**config.mk**
```make
export PLATFORM = sky130hd
export DESIGN_NAME = synthesijer_div_arbiter
export DESIGN_NICKNAME = d
export VERILOG_FILES = /design/src/rtl/synthesijer_div_arb_pkg.sv /design/src/rtl/synthesijer_div.sv /design/src/rtl/synthesijer_rr_pick.sv /design/src/rtl/synthesijer_div_arbiter.sv
export SDC_FILE = /design/constraint.sdc
export NUM_CORES = 1
export LEC_CHECK = 0
export CAP_MARGIN = 20
export CORE_ASPECT_RATIO = 1.75
export CORE_MARGIN = 2
export CORE_UTILIZATION = 52
export DETAILED_ROUTE_END_ITERATION = 10
export GPL_TIMING_DRIVEN = 0
export PLACE_DENSITY = 0.9
export RECOVER_POWER = 100
export SLEW_MARGIN = 20
export SYNTH_ARGS = -nofsm -noshare
export SYNTH_HDL_FRONTEND = slang
export SYNTH_HIERARCHICAL = 1
export SYNTH_SLANG_ARGS = --single-unit
export TNS_END_PERCENT = 1
```
**constraint.sdc**
```tcl
create_clock -name clk -period 4.05 [get_ports clk]
set_input_delay 0.6075 -clock clk [delete_from_list [all_inputs] [get_ports clk]]
set_output_delay 0.6075 -clock clk [all_outputs]
set_load 0.01 [all_outputs]
```
**src/rtl/synthesijer_div_arb_pkg.sv**
```systemverilog
// Shared types and helpers for the divider arbiter and its divider.
// Imported by every file of the shared-divider slice.
package synthesijer_div_arb_pkg;

  typedef enum logic [1:0] {
    IDLE  = 2'd0,
    ISSUE = 2'd1,
    WAIT  = 2'd2
  } state_e;

  localparam int DEF_WIDTH   = 32;
  localparam int DIV_LATENCY = DEF_WIDTH + 2;

  function automatic int div_latency(input int w);
    return w + 2;
  endfunction

  function automatic logic [15:0] onehot(
    input logic [3:0] idx,
    input int         n
  );
    logic [15:0] r;
    r = '0;
    if (int'(idx) < n) r[idx] = 1'b1;
    return r;
  endfunction

endpackage

```
**src/rtl/synthesijer_div.sv**
```systemverilog
// Iterative signed divider: restoring on magnitudes, then
// sign fix-up; one-cycle valid pulse per nd.
module synthesijer_div
  import synthesijer_div_arb_pkg::*;
#(
  parameter int WIDTH = 32
) (
  input  logic             clk,
  input  logic             reset,
  input  logic [WIDTH-1:0] a,
  input  logic [WIDTH-1:0] b,
  input  logic             nd,
  output logic [WIDTH-1:0] quantient,
  output logic [WIDTH-1:0] remainder,
  output logic             valid
);

  localparam int STEPS = div_latency(WIDTH) - 2;
  localparam int CW    = $clog2(STEPS + 1);

  logic [WIDTH-1:0] dvd_q, dvs_q, rem_q;
  logic [WIDTH-1:0] quo_q, rmo_q;
  logic [CW-1:0]    cnt_q;
  logic             run_q, qneg_q, rneg_q, vld_q;

  logic [WIDTH:0]   t;
  logic             ge;
  logic [WIDTH-1:0] rem_n, dvd_n;
  logic [WIDTH-1:0] abs_a, abs_b;

  // One restoring step: shift in next dividend bit, try subtract.
  always_comb begin
    t     = {rem_q, dvd_q[WIDTH-1]};
    ge    = (t >= {1'b0, dvs_q});
    rem_n = ge ? WIDTH'(t - {1'b0, dvs_q})
               : t[WIDTH-1:0];
    dvd_n = {dvd_q[WIDTH-2:0], ge};
    abs_a = a[WIDTH-1] ? (~a + 1'b1) : a;
    abs_b = b[WIDTH-1] ? (~b + 1'b1) : b;
  end

  // Load on nd, iterate STEPS times, then publish for one cycle.
  always_ff @(posedge clk) begin
    if (reset) begin
      dvd_q  <= '0;
      dvs_q  <= '0;
      rem_q  <= '0;
      quo_q  <= '0;
      rmo_q  <= '0;
      cnt_q  <= '0;
      run_q  <= 1'b0;
      qneg_q <= 1'b0;
      rneg_q <= 1'b0;
      vld_q  <= 1'b0;
    end else begin
      vld_q <= 1'b0;
      if (nd) begin
        dvd_q  <= abs_a;
        dvs_q  <= abs_b;
        rem_q  <= '0;
        cnt_q  <= CW'(STEPS);
        run_q  <= 1'b1;
        qneg_q <= a[WIDTH-1] ^ b[WIDTH-1];
        rneg_q <= a[WIDTH-1];
      end else if (run_q) begin
        if (cnt_q != '0) begin
          dvd_q <= dvd_n;
          rem_q <= rem_n;
          cnt_q <= cnt_q - 1'b1;
        end else begin
          run_q <= 1'b0;
          vld_q <= 1'b1;
          quo_q <= qneg_q ? (~dvd_q + 1'b1) : dvd_q;
          rmo_q <= rneg_q ? (~rem_q + 1'b1) : rem_q;
        end
      end
    end
  end

  assign quantient = quo_q;
  assign remainder = rmo_q;
  assign valid     = vld_q;

endmodule

```
**src/rtl/synthesijer_rr_pick.sv**
```systemverilog
// Combinational round-robin picker: first requester at or
// above rr_ptr, wrapping; reusable for any shared operator.
module synthesijer_rr_pick #(
  parameter int NPORTS = 4,
  parameter int IDX_W  = $clog2(NPORTS)
) (
  input  logic [NPORTS-1:0] req,
  input  logic [IDX_W-1:0]  rr_ptr,
  output logic [IDX_W-1:0]  grant,
  output logic              valid
);

  // Scan from the farthest offset down so the nearest wins.
  always_comb begin
    int idx;
    idx   = 0;
    grant = '0;
    valid = 1'b0;
    for (int i = NPORTS - 1; i >= 0; i--) begin
      idx = int'(rr_ptr) + i;
      if (idx >= NPORTS) idx = idx - NPORTS;
      if (req[idx[IDX_W-1:0]]) begin
        grant = idx[IDX_W-1:0];
        valid = 1'b1;
      end
    end
  end

endmodule

```
**src/rtl/synthesijer_div_arbiter.sv**
```systemverilog
// Round-robin share of one signed divider among NPORTS
// requesters; result held until the next completion.
module synthesijer_div_arbiter
  import synthesijer_div_arb_pkg::*;
#(
  parameter int WIDTH  = 32,
  parameter int NPORTS = 4,
  parameter int IDX_W  = $clog2(NPORTS)
) (
  input  logic                    clk,
  input  logic                    reset_n,
  input  logic [NPORTS-1:0]       req,
  input  logic [NPORTS*WIDTH-1:0] a_flat,
  input  logic [NPORTS*WIDTH-1:0] b_flat,
  output logic [NPORTS-1:0]       done,
  output logic [WIDTH-1:0]        quotient,
  output logic [WIDTH-1:0]        remainder,
  output logic                    div0,
  output logic                    busy,
  output logic [IDX_W-1:0]        grant_idx
);

  state_e            state_q, state_d;
  logic [IDX_W-1:0]  rr_q, rr_d;
  logic [IDX_W-1:0]  grant_q, grant_d;
  logic              pend_q, pend_d;
  logic [NPORTS-1:0] done_q, done_d;
  logic [WIDTH-1:0]  quot_q, quot_d;
  logic [WIDTH-1:0]  rem_q, rem_d;
  logic              div0_q, div0_d;

  logic [NPORTS-1:0] eff_req;
  logic [IDX_W-1:0]  pick_grant;
  logic              pick_valid;
  logic [WIDTH-1:0]  op_a, op_b, sel_b;
  logic              nd;
  logic [WIDTH-1:0]  div_q, div_r;
  logic              div_valid;

  // A port is never re-granted in its own done cycle.
  assign eff_req = req & ~done_q;

  synthesijer_rr_pick #(
    .NPORTS (NPORTS),
    .IDX_W  (IDX_W)
  ) u_pick (
    .req    (eff_req),
    .rr_ptr (rr_q),
    .grant  (pick_grant),
    .valid  (pick_valid)
  );

  // Operand mux for the owner and divisor peek for the pick.
  always_comb begin
    op_a  = '0;
    op_b  = '0;
    sel_b = '0;
    for (int i = 0; i < NPORTS; i++) begin
      if (grant_q == IDX_W'(i)) begin
        op_a = a_flat[i*WIDTH +: WIDTH];
        op_b = b_flat[i*WIDTH +: WIDTH];
      end
      if (pick_grant == IDX_W'(i))
        sel_b = b_flat[i*WIDTH +: WIDTH];
    end
  end

  assign nd = (state_q == ISSUE);

  synthesijer_div #(
    .WIDTH (WIDTH)
  ) u_div (
    .clk       (clk),
    .reset     (~reset_n),
    .a         (op_a),
    .b         (op_b),
    .nd        (nd),
    .quantient (div_q),
    .remainder (div_r),
    .valid     (div_valid)
  );

  // Grant, issue one nd pulse, capture on the valid edge.
  always_comb begin
    state_d = state_q;
    rr_d    = rr_q;
    grant_d = grant_q;
    pend_d  = pend_q;
    done_d  = '0;
    quot_d  = quot_q;
    rem_d   = rem_q;
    div0_d  = div0_q;
    unique case (state_q)
      IDLE: begin
        if (pick_valid) begin
          grant_d = pick_grant;
          pend_d  = (sel_b == '0);
          state_d = ISSUE;
        end
      end
      ISSUE: state_d = WAIT;
      WAIT: begin
        if (div_valid) begin
          quot_d  = div_q;
          rem_d   = div_r;
          div0_d  = pend_q;
          done_d  = NPORTS'(onehot(4'(grant_q), NPORTS));
          rr_d    = (grant_q == IDX_W'(NPORTS - 1))
                    ? '0 : grant_q + 1'b1;
          state_d = IDLE;
        end
      end
      default: state_d = IDLE;
    endcase
  end

  // State registers; reset discards any in-flight divide.
  always_ff @(posedge clk) begin
    if (!reset_n) begin
      state_q <= IDLE;
      rr_q    <= '0;
      grant_q <= '0;
      pend_q  <= 1'b0;
      done_q  <= '0;
      quot_q  <= '0;
      rem_q   <= '0;
      div0_q  <= 1'b0;
    end else begin
      state_q <= state_d;
      rr_q    <= rr_d;
      grant_q <= grant_d;
      pend_q  <= pend_d;
      done_q  <= done_d;
      quot_q  <= quot_d;
      rem_q   <= rem_d;
      div0_q  <= div0_d;
    end
  end

  assign done      = done_q;
  assign quotient  = quot_q;
  assign remainder = rem_q;
  assign div0      = div0_q;
  assign busy      = (state_q != IDLE);
  assign grant_idx = grant_q;

endmodule

```
---- Word-level counts from Yosys, hierarchy flattened ----
Cells that the tools add are included.
word-level totals
  register bits ........................... 246
  input bits .............................. 262
  output and inout bits ................... 72
cells by class
  add/subtract/negate cells ............... 14
  $lt $le $gt $ge ......................... 11
  eq/ne operators ......................... 10
  multiplexer cells ....................... 53
  bitwise operators ....................... 11
  reductions and logical operators ........ 18
operators by type and width
  cell                                                                          count
  32-bit two-way mux                                                            20
  32-bit by 1-bit adder with 32-bit output, second input constant               4
  32-bit NOT                                                                    4
  33-bit by 32-bit greater-or-equal comparator with 1-bit output                1
  32-bit logical NOT                                                            1
  32-bit subtractor                                                             1
  2-bit two-way mux                                                             11
  6-bit two-way mux                                                             3
  1-bit two-way mux                                                             13
  2-bit by 3-bit less-than comparator with 1-bit output, second input constant  4
  2-bit equality test, second input constant                                    5
  2-bit AND reduction                                                           5
  3-bit greater-or-equal comparator, second input constant                      3
  1-bit binary-select mux with 2-bit select                                     4
  2-bit by 1-bit subtractor with 2-bit output, second input constant            4
  2-bit by 2-bit adder with 3-bit output, second input constant                 2
  2-bit by 1-bit equality test with 1-bit output, second input constant         3
  2-bit logical NOT                                                             3
  2-bit case mux with 3 select lines                                            1
  3-bit AND reduction                                                           2
  2-bit nonzero test                                                            3
  6-bit nonzero test                                                            1
  6-bit by 1-bit subtractor with 6-bit output, second input constant            1
  2-bit by 5-bit less-than comparator with 1-bit output, second input constant  1
  other kinds (14)                                                              17

---- Longest topological paths before layout ----
Gate-level depths: netlist of run 1.
  word-level depth ........................ 15
  depth in mapped cells ................... 18
  mapped depth without buffers ............ 16

---- Hierarchy ----
Netlist of run 1, hierarchy kept.
by module, submodules not included
  module                   times used  cells each  area each (um^2)  sequential area each (um^2)
  synthesijer_div          1           1401        10854.2           3403.3
  synthesijer_div_arbiter  1           748         4764.6            1521.5
  synthesijer_rr_pick      1           13          77.6              0.0

---- Least setup slack after synthesis of run 1 ----
No wires, ideal clock.
  path kind ............................... register -> register
  start ................................... reg grant_q[0] (netlist: grant_idx[0])
  end ..................................... reg u_div.dvd_q[28]
  library setup time ...................... 86 ps
  arrival ................................. 3578 ps
  slack ................................... 386 ps
  stages on the path, launching flop included .. 18
  buffers on the path ..................... 2
  path through ............................ dfxtp_1 -> inv_1 -> ha_1 -> nor2b_1 -> buf_2 -> buf_2 -> a22oi_1 -> nor2_1 -> a21oi_1 -> o21ai_1 -> or4_4 -> nor2_2 -> nand2b_2 -> or3b_4 -> or3_4 -> o41ai_4 -> xor2_1 -> a211oi_1
on the way
  word-level cells in the longest chain between the ends .. 9
  elaborated cells on any way between the ends .. 12
  those cells by class .................... 1 x add/sub; 3 x eq/ne; 6 x mux; 1 x bitwise; 1 x reduce/logical
ends and longest elaborated chain
  item                                          line                            source
  from (decl)                                   synthesijer_div_arbiter.sv:25   logic [IDX_W-1:0] grant_q, grant_d;
  from (signal assigned)                        synthesijer_div_arbiter.sv:131  grant_q <= grant_d;
  2-bit logical NOT                             synthesijer_div_arbiter.sv:59   if (grant_q == IDX_W'(i)) begin
  32-bit two-way mux (3 in a row)               synthesijer_div_arbiter.sv:59
  32-bit two-way mux (*)                        synthesijer_div_arbiter.sv:59
  net op_a[10]                                  synthesijer_div_arbiter.sv:35   logic [WIDTH-1:0] op_a, op_b, sel_b;
  32-bit NOT (*)                                synthesijer_div.sv:38           abs_a = a[WIDTH-1] ? (~a + 1'b1) : a;
  32-bit by 1-bit adder with 32-bit output (*)  synthesijer_div.sv:38
  32-bit two-way mux (*)                        synthesijer_div.sv:38
  32-bit two-way mux (*)                        synthesijer_div.sv:57           if (nd) begin
  to (signal assigned)                          synthesijer_div.sv:58           dvd_q <= abs_a;
  to (signal assigned)                          synthesijer_div.sv:67           dvd_q <= dvd_n;
  to (decl)                                     synthesijer_div.sv:21           logic [WIDTH-1:0] dvd_q, dvs_q, rem_q;
Mark *: on every way through the listed nets, which the timed path passes. The rest lies on a longest branch.
A chain may end at the register's enable or synchronous reset.

---- Worst setup path in the final report of run 1 ----
Ends and elaborated chain as after synthesis.

==> impl_metrics.ini, run 1 <==
[floorplanning]
die-area_um2 = 31650
die_h_um = 233.8
num_rows = 84
io_pins = 334
chipWidth_um = 135.3
initial_core_util_pct = 52.59
core_region_area_um2 = 29850

[final_layout]
area_growth_pct = 29.96
layoutNonFillerInstCount = 2928
mostFrequentLayoutCell = nand2_1
final_cell_mix = nand2_1 (324), clkdlybuf4s50_1 (262), nor2_1 (244), dfxtp_1 (244), a21oi_1 (199)
fin_nets = 2826
stdcell_area_um2 = 20400
layout-drive-gt1-share_pct = 4.651

[synth]
synth_top_flop_cell = dfxtp_1
ys_ff_latch = 246
synth-edff-count = 0
synthesis.area_um2 = 15700
synthAdderAreaFrac_pct = 3.475
muxShareOfSynthArea_pct = 1.164
syn-num-nets = 2467
syn_avg_cell_area_um2 = 7.260
synth_top_family_by_area = compound AO/OA/AOI/OAI gates
async_flop_share_pct = 0
postSynthCellCount = 2162
synth_xor_xnor_area_share_pct = 7.923
synth.distinct_cells = 79
seq_area_frac_synth_pct = 31.38
yosys.area.top_type = dfxtp_1
yosysWarnings = 6
synthTopCellsByArea = dfxtp_1 (31%), nand2_1 (7.7%), a21oi_1 (6.4%)
synth_top_area_share_pct = 31.38
synth_compound_area_share_pct = 25.44
synthSimpleGateAreaFrac_pct = 25.38

[grt]
globalRoute.totalOverflow = 0
grt_pass1_wl_um = 95880
grt_max_degree = 18
grt_usage_pct = 38.96
grt_pass1_vias = 18220
antenna_found_initial = 3

[clock_network]
holdBufCountCts = 0
numCtsBuffers = 22
cts.sinks = 246
cts_max_level = 1
cts-root-buf = clkbuf_16
clk_latency_ns = 0.52
cts_buffer_depth = 3
path_clk_slew_ns = 0.07
cts_tree = done

[placement]
place.gp.congestion = 1.033
dp_hpwl_um = 51620
place_inst = 2882
place_area_um2 = 19510
io_buffers = 333

[critical_path]
path_class = flip-flop to flip-flop
end_kind = flip-flop
path_max_fanout = 10
crit_chain = inv_1, ha_1, nor2b_1, buf_2, buf_4, a22oi_1, nor2_1, a21oi_1, o21ai_1, nor3_1, nand3_1, nand2b_2, or3b_4, or3_4, o41ai_4, xor2_1, a211oi_1
crit_slowest_cell = or3_4
worstPathRequired_ns = 4.49
cp-start-kind = flip-flop
cp.arrival_ns = 4.46
slowest_delay_ns = 0.41

[detailed_routing]
viasPerCell = 6.141
wl_um = 62960
routedWlPerCell_um = 21.50
drt_pass1_iterations = 6
vias = 17980
ant_nets = 0
drc = 0
drt_iter0_drc = 1375

[sta]
grt_setup_unrepaired = yes
period_minus_slack_ns = 4.023
finalHoldViolCount = 0
max_freq_ghz = 0.2486
fin_hold_ws_ns = 0.4535
tightest_slew_ns = 1.013
clock_skew_ns = 0.01272
setup_viol = 0
relSlewSlack_pct = 32.05
slew_violations = 0
fin_crit_sh_pct = 99.33

[pwr]
power_density_nw_per_um2 = 382.9
peakVddDrop_mv = 0.3162
p_leak_uw = 0.007684

[outcome]
status = finished clean

[hold_path]
hold_class = flip-flop to flip-flop

[run]
cap_violations = 0
flip-flops by register name, summed over array words and instances, names as in the netlist:
name,cells
quotient,32
remainder,32
u_div/dvd_q,32
u_div/dvs_q,32
u_div/quantient,32
u_div/rem_q,32
u_div/remainder,32
u_div/cnt_q,6
done,4
grant_idx,2
rr_q,2
state_q,2
div0,1
pend_q,1
u_div/qneg_q,1
u_div/rneg_q,1
u_div/run_q,1
u_div/valid,1
per-stage QoR:
step / total power (µW) / worst slack, ns / TNS [ns] / utilization, %
3_3_place_gp: 5449 / -0.4328 / -6.157 / 65.38
6_report: 7811 / 0.02733 / 0 / 68.34
3_5_place_dp: 5513 / -0.4700 / -8.577 / 65.38
5_1_grt: 8151 / -0.2034 / -1.004 / 68.34
4_1_cts: 7715 / 0.007472 / 0 / 67.97
2_1_floorplan: 4540 / 0.3860 / 0 / -
cell usage after synthesis (21+ instances only):
master	instances
a211oi_1	115
o31ai_1	41
inv_1	51
clkbuf_1	117
o21ai_0	68
a22oi_1	63
nor4_1	44
dfxtp_1	246
nor3_1	34
xor2_1	101
nand2_1	324
ha_1	42
or3_1	21
nor2_1	247
xnor2_1	41
nand4_1	32
o21ai_1	65
a21oi_1	201
buf_2	27
nand3_1	61
power breakdown:
group | switching, µW | leakage [µW] | internal (µW)
clock | 986 | 0.000373 | 1240
combinational | 1740 | 0.00531 | 1090
sequential | 162 | 0.00200 | 2600
total | 2890 | 0.00768 | 4920
metal layers:
| layer | wire length (µm) | vias to the layer above | GRT usage, % |
|---|---|---|---|
| met2 | 31920 | 925 | 71.99 |
| met1 | 20930 | 8312 | 37.04 |
| li1 | - | 8459 | - |
| met4 | 6104 | 0 | 33.07 |
| met5 | 0 | - | 0 |
| met3 | 3999 | 286 | 6.247 |
what timing repair did:
item | CTS | global route
pin swaps | 1 | 2
gates cloned | 0 | 0
setup buffers | 1 | 2
setup endpoints to repair | 8 | 40
gates resized for setup | 5 | 27
worst max-delay path, delay by kind of cell (launching register included):
kind	cells	cell delay, ns
AND/OR/NAND/NOR	7	1.66
buffers and inverters	3	0.48
XOR/XNOR	1	0.13
AO/OA/AOI/OAI	5	1.05
adder cells (fa/ha/maj)	1	0.24
flip-flops	1	0.38
worst paths after layout:
kind	start	to	slack, ns	cells past startpoint
min reg2reg	quotient[23]	quotient[23]	0.45	2
max reg2reg	grant_idx[0]	u_div/dvd_q[28]	0.03	17
min	quotient[23]	quotient[23]	0.45	2
max	grant_idx[0]	u_div/dvd_q[28]	0.03	17
logic make-up (layout without fill, tap and decap cells):
logic type	after synthesis	in the layout
compound gates	630	630
xor+xnor	142	142
fa+ha+maj	43	43
buf+inv	210	585
flops	246	246
mux	18	18
other cells	0	4
simple gates	873	873
area by class of cell:
type                       instances  area (µm²)
inverter                          53       202.7
buffer                           156       626.9
fill                            2620        9449
clock inverter                    13       142.6
multi-input combinational       1706       10030
timing repair buffer             336        3356
clock buffer                      27       620.6
tap                              387       484.2
sequential                       246        4927
antenna                            4       10.01
No activity file was read; power rests on OpenSTA's default activity.
==> inputs of run 2 (changes only) <==
==> constraint.sdc (replaced) <==
create_clock -name clk -period 4.55 [get_ports clk]
set_input_delay 0.6825 -clock clk [delete_from_list [all_inputs] [get_ports clk]]
set_output_delay 0.6825 -clock clk [all_outputs]
set_load 0.01 [all_outputs]
==> run 2 against run 1 <==
  * Die area did not move
  * Sequential cell count unchanged
  * Via count is 0.12% lower
  * Final area shrank 0.63%
  * First-iteration DRC count grew 4.2%
  * Wire length is 0.25% lower
  * Worst hold slack about the same
  * Largest power group unchanged
==> impl_metrics.ini, run 2 (synthesis gave the netlist of run 1 again) <==
[grt]
globalRoute.totalOverflow = 0
grt_pass1_wl_um = 95970
grt_max_degree = 18
grt_usage_pct = 38.99
antenna_found_initial = 3
grt_pass1_vias = 18210

[floorplanning]
num_rows = 84
initial_core_util_pct = 52.59
io_pins = 334
die-area_um2 = 31650
die_h_um = 233.8
core_region_area_um2 = 29850
chipWidth_um = 135.3

[critical_path]
worstPathRequired_ns = 5.00
path_delay_family = buffers and inverters
path_depth = 12
crit_chain = ha_1, clkbuf_1, and3_1, nand2_1, nor3_1, nand3_1, nand3_1, o22a_1, clkbuf_1, clkbuf_1, o21ai_0, a21oi_1
cp-start-kind = flip-flop
path_common_cell = clkbuf_1
cp_num_buf_inv = 3
cp.arrival_ns = 4.76
slowest_delay_ns = 0.63
ff2ff_path_depth = 12
crit_slowest_cell = clkbuf_1
path_max_fanout = 10
path_class = flip-flop to flip-flop
end_kind = flip-flop

[pwr]
power_density_nw_per_um2 = 341.7
p_leak_uw = 0.007636
peakVddDrop_mv = 0.2812
total_power_uw = 6926

[hold_path]
whs_path_depth = 2
hold_class = flip-flop to flip-flop

[sta]
clock_skew_ns = 0.01289
tightest_slew_ns = 1.125
grt_setup_unrepaired = no
setup_viol = 0
max_freq_ghz = 0.2320
fin_crit_sh_pct = 94.75
period_minus_slack_ns = 4.311
relSlewSlack_pct = 24.52
slew_violations = 0
finalSetupTns_ns = 0
finalHoldViolCount = 0

[run]
cap_violations = 0

[placement]
place.gp.congestion = 1.033
dp_hpwl_um = 51620
io_buffers = 333

[final_layout]
nFillCells = 2637
final_cell_mix = nand2_1 (324), clkdlybuf4s50_1 (261), nor2_1 (247), dfxtp_1 (246), a21oi_1 (201)
fin_util_pct = 67.92
fin_nets = 2823
area_growth_pct = 29.15
layout-drive-gt1-share_pct = 3.433
mostFrequentLayoutCell = nand2_1

[clock_network]
holdBufCountCts = 0
cts.sinks = 246
cts_tree = done
cts_buffer_depth = 3
cts-root-buf = clkbuf_16
clk_latency_ns = 0.53
numCtsBuffers = 22
path_clk_slew_ns = 0.07
cts_resized = 0
post_cts_buffers = 0
cts_max_level = 1

[detailed_routing]
wl_met2_um = 31840
wl_um = 62800
viasPerCell = 6.143
wl_met1_um = 20660
dr_wl_met3_um = 4318
drc = 0
highest_layer = met4
drt_iter0_drc = 1433
drt_pass1_iterations = 6
routedWlPerCell_um = 21.48
vias = 17960
ant_nets = 0

[outcome]
status = finished clean
run 2: final timing paths:
kind,from,to,slack [ns]
setup / recovery,u_div/rem_q[17],u_div/rem_q[19],0.24
hold / removal,quotient[23],quotient[23],0.45
setup reg to reg,u_div/rem_q[17],u_div/rem_q[19],0.24
hold reg to reg,quotient[23],quotient[23],0.45
run 2: power breakdown:
| group | switching (µW) | leakage [µW] | internal [µW] |
|---|---|---|---|
| Sequential | 144 | 0.00200 | 2310 |
| Combinational | 1530 | 0.00526 | 955 |
| Clock | 881 | 0.000373 | 1100 |
run 2: area by class of cell:
cell class	count	area [µm²]	area share, %
Multi-Input combinational cell	1706	9943	49.05
Inverter	53	198.9	0.9814
Timing Repair Buffer	333	3333	16.44
Clock inverter	13	142.6	0.7036
Antenna cell	3	7.507	0.03703
Tap cell	387	484.2	2.389
Sequential cell	246	4925	24.29
Buffer	156	616.8	3.043
Clock buffer	27	620.6	3.061
run 2: worst reg2reg max path, delay by kind of cell, from the launching register on:
family,cells,cell delay [ns]
and+or+nand+nor,5,1.22
DFF,1,0.46
AOI/OAI and AO/OA,3,0.65
buffers and inverters,3,1.55
adders and majority gates,1,0.35
run 2: per-stage QoR:
| stage | hold WS, ns | cell area, µm² | setup slack [ns] | instances |
|---|---|---|---|---|
| 3_5_place_dp | 0.4420 | 19510 | -0.04501 | 2882 |
| 4_1_cts | 0.4547 | 20280 | 0.2196 | 2922 |
| 2_1_floorplan | 0.4321 | 15700 | 0.8860 | 2162 |
| 6_report | 0.4535 | 20270 | 0.2389 | 2924 |
| 3_3_place_gp | 0.4428 | 19510 | -0.007782 | 2882 |
| 5_1_grt | 0.4672 | 20270 | 0.02782 | 2924 |
run 2: per-layer routing:
layer	GRT usage, %	vias up
li1	-	8456
met3	6.010	274
met5	0	-
met2	71.95	959
met4	33.20	0
met1	37.27	8272
==> inputs of run 3 (changes only) <==
--- a/config.mk
+++ b/config.mk
@@ -13,6 +13,7 @@
 export GPL_TIMING_DRIVEN = 0
 export PLACE_DENSITY = 0.9
 export RECOVER_POWER = 100
+export SETUP_SLACK_MARGIN = 0.02
 export SLEW_MARGIN = 20
 export SYNTH_ARGS = -nofsm -noshare
 export SYNTH_HDL_FRONTEND = slang
==> run 3 against run 2 <==
  * Power hardly changed
  * Utilization about the same
  * Sequential power about the same
  * Combinational power barely moved
  * Sequential cell count stayed put
  * Fmax decreased by 0.22%
  * Non-clock buffer count increased by 1
  * Critical path depth rose by 4
  * Final area about the same
  * Setup slack lost 0.0095 ns
  * Wire length about the same
  * Cell count about the same
  * Critical path type unchanged
  * Largest cell class unchanged
==> impl_metrics.ini, run 3 (synthesis gave the netlist of run 1 again) <==
[critical_path]
cp_num_buf_inv = 3
crit_chain = inv_1, ha_1, nor2b_1, buf_2, buf_2, a22oi_1, nor2_1, a21oi_1, o21ai_0, or4_1, or3_1, nor2_1, nand4_1, o31ai_1, xor2_1, a211oi_1
rrSetupSlack_ns = 0.23
cp-start-kind = flip-flop
cp.arrival_ns = 4.75
slowest_delay_ns = 0.60
end_kind = flip-flop
ff2ff_path_depth = 16
rr_startpoint = grant_idx[0]
path_class = flip-flop to flip-flop
path_delay_family = simple AND/OR/NAND/NOR gates
crit_start = grant_idx[0]
path_max_fanout = 10
reg2reg_to = u_div/dvs_q[29]
worstPathRequired_ns = 4.98
crit_slowest_cell = or4_1
path_depth = 16
setup.worst_path.end = u_div/dvs_q[29]

[placement]
place.gp.congestion = 1.033
pre_cts_ws_ns = -0.04501
dp_hpwl_um = 51620
place_area_um2 = 19510
place_inst = 2882
io_buffers = 333

[clock_network]
cts-root-buf = clkbuf_16
clk_latency_ns = 0.53
numCtsBuffers = 22
cts.sinks = 246
post_cts_buffers = 0
path_clk_slew_ns = 0.07
holdBufCountCts = 0
cts_tree = done
cts_max_level = 1
cts_buffer_depth = 3

[sta]
tightest_slew_ns = 1.023
relSlewSlack_pct = 31.40
grt_setup_unrepaired = no
clock_skew_ns = 0.01249
worst_slack_ns = 0.2294
setup_viol = 0
fin_crit_sh_pct = 94.96
slew_violations = 0
fin_hold_ws_ns = 0.4534
period_minus_slack_ns = 4.321
max_freq_ghz = 0.2314
finalHoldViolCount = 0

[pwr]
p_clk_share_pct = 28.6
power_density_nw_per_um2 = 341.7
peakVddDrop_mv = 0.2806
seqPwrFrac_pct = 35.4
swShare_pct = 36.92
intPower_uw = 4368
power.switching_uw = 2557
p_comb_share_pct = 35.9
p_leak_uw = 0.007641

[detailed_routing]
drt_pass1_iterations = 8
drt_iter0_drc = 1479
viasPerCell = 6.142
wl_met2_um = 31820
wl_met1_um = 20740
highest_layer = met4
vias = 17970
routedWlPerCell_um = 21.49
drc = 0
wl_um = 62850
dr_wl_met3_um = 4231
ant_nets = 0

[floorplanning]
chipWidth_um = 135.3
die-area_um2 = 31650
num_rows = 84
die_h_um = 233.8
core_region_area_um2 = 29850
io_pins = 334
initial_core_util_pct = 52.59

[final_layout]
stdcell_area_um2 = 20270
fin_nets = 2824
layout-drive-gt1-share_pct = 3.511
nFillCells = 2636
mostFrequentLayoutCell = nand2_1
final_cell_mix = nand2_1 (324), clkdlybuf4s50_1 (261), nor2_1 (247), dfxtp_1 (246), a21oi_1 (201)
layoutNonFillerInstCount = 2925
area_growth_pct = 29.12
fin_util_pct = 67.90

[grt]
globalRoute.totalOverflow = 0
grt_usage_pct = 38.99
grt_max_degree = 18
grt_pass1_wl_um = 95970
grt_pass1_vias = 18210
antenna_found_initial = 3

[hold_path]
hold_class = flip-flop to flip-flop

[outcome]
status = finished clean

[run]
cap_violations = 0
-- run 3: worst min path at each step --
stage,startpoint,end,slack [ns],depth (start not counted)
2_1_floorplan,u_div/quantient[0],quotient[0],0.43,2
3_3_place_gp,u_div/quantient[29],quotient[29],0.44,2
3_5_place_dp,u_div/quantient[30],quotient[30],0.44,2
4_1_cts,u_div/remainder[27],remainder[27],0.45,2
5_1_grt,u_div/remainder[10],remainder[10],0.47,2
6_report,quotient[23],quotient[23],0.45,2
-- run 3: final cells by class --
class                   count  area, µm²  area share, %
diodes                      3      7.507        0.03704
plain buffers             157      623.1          3.074
clock buffers              27      620.6          3.062
clock inverters            13      142.6         0.7038
inverters                  53      198.9         0.9816
multi-input cells        1706       9932          49.01
flip-flops and latches    246       4925          24.30
well taps                 387      484.2          2.389
repair buffers            333       3333          16.45
-- run 3: metal layers --
metal	vias up	GRT usage [%]
met1	8292	37.27
met3	283	6.010
met4	0	33.20
li1	8464	-
met2	926	71.95
met5	-	0
-- run 3: power by group through the flow --
stage	clock network [µW]	registers [µW]	logic [µW]
final	1980	2450	2490
after global routing	2070	2470	2690
after CTS	1990	2450	2430
after detailed placement	0	2500	2410
after global placement	0	2490	2360
after floorplan	0	2450	1590
-- run 3: per-stage QoR --
| stage | setup TNS, ns | power, µW |
|---|---|---|
| after floorplan | 0 | 4041 |
| after global placement | -0.007782 | 4850 |
| after detailed placement | -0.04501 | 4907 |
| after CTS | 0 | 6864 |
| after global routing | 0 | 7227 |
| final | 0 | 6925 |
-- run 3: tightest hold or removal path: stages (launching register included) --
cell and delay, ns:
dfxtp_1 0.31, nand2_1 0.05, a21oi_1 0.05
-- run 3: repair_timing --
action                                  4_1_cts  5_1_grt
gates resized for setup                       0        4
endpoints found under the setup margin        0        6
hold endpoints to repair                      0        0
==> edit (flow settings as in run 3) <==
Reset style: asynchronous (`reset` and `reset_n`), changed in 2 clocked blocks.
--- a/src/rtl/synthesijer_div.sv
+++ b/src/rtl/synthesijer_div.sv
@@ -40,7 +40,7 @@
   end
 
   // Load on nd, iterate STEPS times, then publish for one cycle.
-  always_ff @(posedge clk) begin
+  always_ff @(posedge clk or posedge reset) begin
     if (reset) begin
       dvd_q  <= '0;
       dvs_q  <= '0;
--- a/src/rtl/synthesijer_div_arbiter.sv
+++ b/src/rtl/synthesijer_div_arbiter.sv
@@ -115,7 +115,7 @@
   end
 
   // State registers; reset discards any in-flight divide.
-  always_ff @(posedge clk) begin
+  always_ff @(posedge clk or negedge reset_n) begin
     if (!reset_n) begin
       state_q <= IDLE;
       rr_q    <= '0;
Function: differs if reset_n is asserted again (counterexample within 4 cycles, from zero or initial values and one cycle with reset_n low); with reset_n held inactive, the same outputs for 4 cycles.
==> edit against run 3 <==
Clock skew is 0.0010 ns higher; utilization decreased by 0.17 points; synthesized area is 2.3% higher; design area is 2.4% higher; largest cell class unchanged; die area up 2.2%; wire length is 14% lower; sequential cell count is the same; highest routed layer unchanged; final cell count down 11%; the flow now finishes with violations (capacitance limit, slew limit); setup slack got worse by 0.15 ns; via count decreased by 12%.
Power is not compared: it rests on default switching activity, and its combinational part moved more than twofold at a synthesized area within 25%.
==> edit: results (changes against run 3) <==
[detailed_routing]
wl_per_cell_um=20.8  ; -3.2%
wl_um=54100  ; -14%
drt_iter0_drc=963  ; -35%
vias_per_cell=6.08  ; -1.0%

[synthesis]
avgSynthCellArea_um2=8.77  ; +21%
synth_xor_area_frac=0.0808  ; +0.00153
synth_commonest_cells=o21ai_0 (260), dfrtp_1 (246), nand2_1 (242), xor2_1 (103), nor2_1 (102)
synthMuxAreaShare=0.0766  ; +0.0650
synthArstFlopShare=1.00  ; +1.00
ys_seq_area_frac=0.384  ; +0.0698
synth_fa_ha_area_frac=0.0332  ; -0.00155
synth-compound-area-share=0.228  ; -0.0267
synthDistinctLibCells=69  ; -13%
synth.net_count=2135  ; -13%
ys.flop_type=dfrtp_1

[placement]
dp_hpwl_um=43600  ; -16%
place.gp.congestion=1.01  ; -2.5%

[cts]
cts_buffers=23  ; +4.5%
cts_resized=11  ; +11

[global_routing]
grt_usage=0.332  ; -0.0581
antenna_found_initial=0  ; -3
first_global_vias=16500  ; -9.6%
grt_max_degree=62  ; +44

[timing]
report.final.slew_viol_count=36  ; +36
skew_ns=0.0135  ; +0.00104 ns

[final_layout]
n_fill_cell=2461  ; -6.6%
nNetsFinal=2499  ; -12%
diodes=0  ; -3

[status]
violations=capacitance limit, slew limit
status=finished with violations

[critical_path]
slowest_delay_ns=0.47  ; -0.13 ns
cp_slowest_cell=or4_4

[run]
maxCapViolations=2  ; +2

[worst_hold_path]
hold_path_class=input pin to asynchronous set/reset pin

-- edit: cell types whose count changed in the layout (fill, tap and decap cells not counted), sizes merged, moves of 69 or more --
cell,run 3,this run
dfrtp,0,246
dfxtp,246,0
a21oi,201,88
nand2,324,242
mux2,2,71
a211oi,116,32
nor2,248,103
o21ai,133,282
-- edit: worst paths after layout --
| kind | start | end | slack [ns] | cells after the start |
|---|---|---|---|---|
| min | reset_n | quotient[16] | 0.41 | 1 |
| max reg2reg | grant_idx[1] | u_div/dvs_q[30] | 0.08 | 16 |
| min in group clk | u_div/remainder[14] | u_div/remainder[14] | 0.48 | 2 |
| min reg2reg | u_div/remainder[14] | u_div/remainder[14] | 0.48 | 2 |
| max in group asynchronous | reset_n | u_div/dvd_q[27] | 0.66 | 6 |
| max | grant_idx[1] | u_div/dvs_q[30] | 0.08 | 16 |
-- edit: area by class of cell --
| type | instances | area [µm²] | share of cell area |
|---|---|---|---|
| multi-input cells | 1402 | 9230 | 0.445 |
| flip-flops and latches | 246 | 6160 | 0.297 |
| repair buffers | 339 | 3380 | 0.163 |
| clock buffers | 27 | 611 | 0.0294 |
| well taps | 391 | 489 | 0.0236 |
| plain buffers | 120 | 477 | 0.0230 |
| inverters | 63 | 239 | 0.0115 |
| clock inverters | 14 | 171 | 0.00826 |
-- edit: per-layer routing --
layer | vias to the layer above | track usage | part of all wire
met5 | - | 0 | 0
li1 | 7366 | - | -
met3 | 186 | 0.0275 | 0.051
met2 | 691 | 0.618 | 0.53
met1 | 7577 | 0.366 | 0.36
met4 | 0 | 0.173 | 0.057
-- edit: through the flow --
step / setup TNS [ns] / setup slack, ns
after floorplan: 0 / 0.434
after global placement: -431.01 / -2.55
after detailed placement: -2.02 / -0.404
after CTS: 0 / 0.0253
after global routing: -1.97 / -0.0975
final: 0 / 0.0834
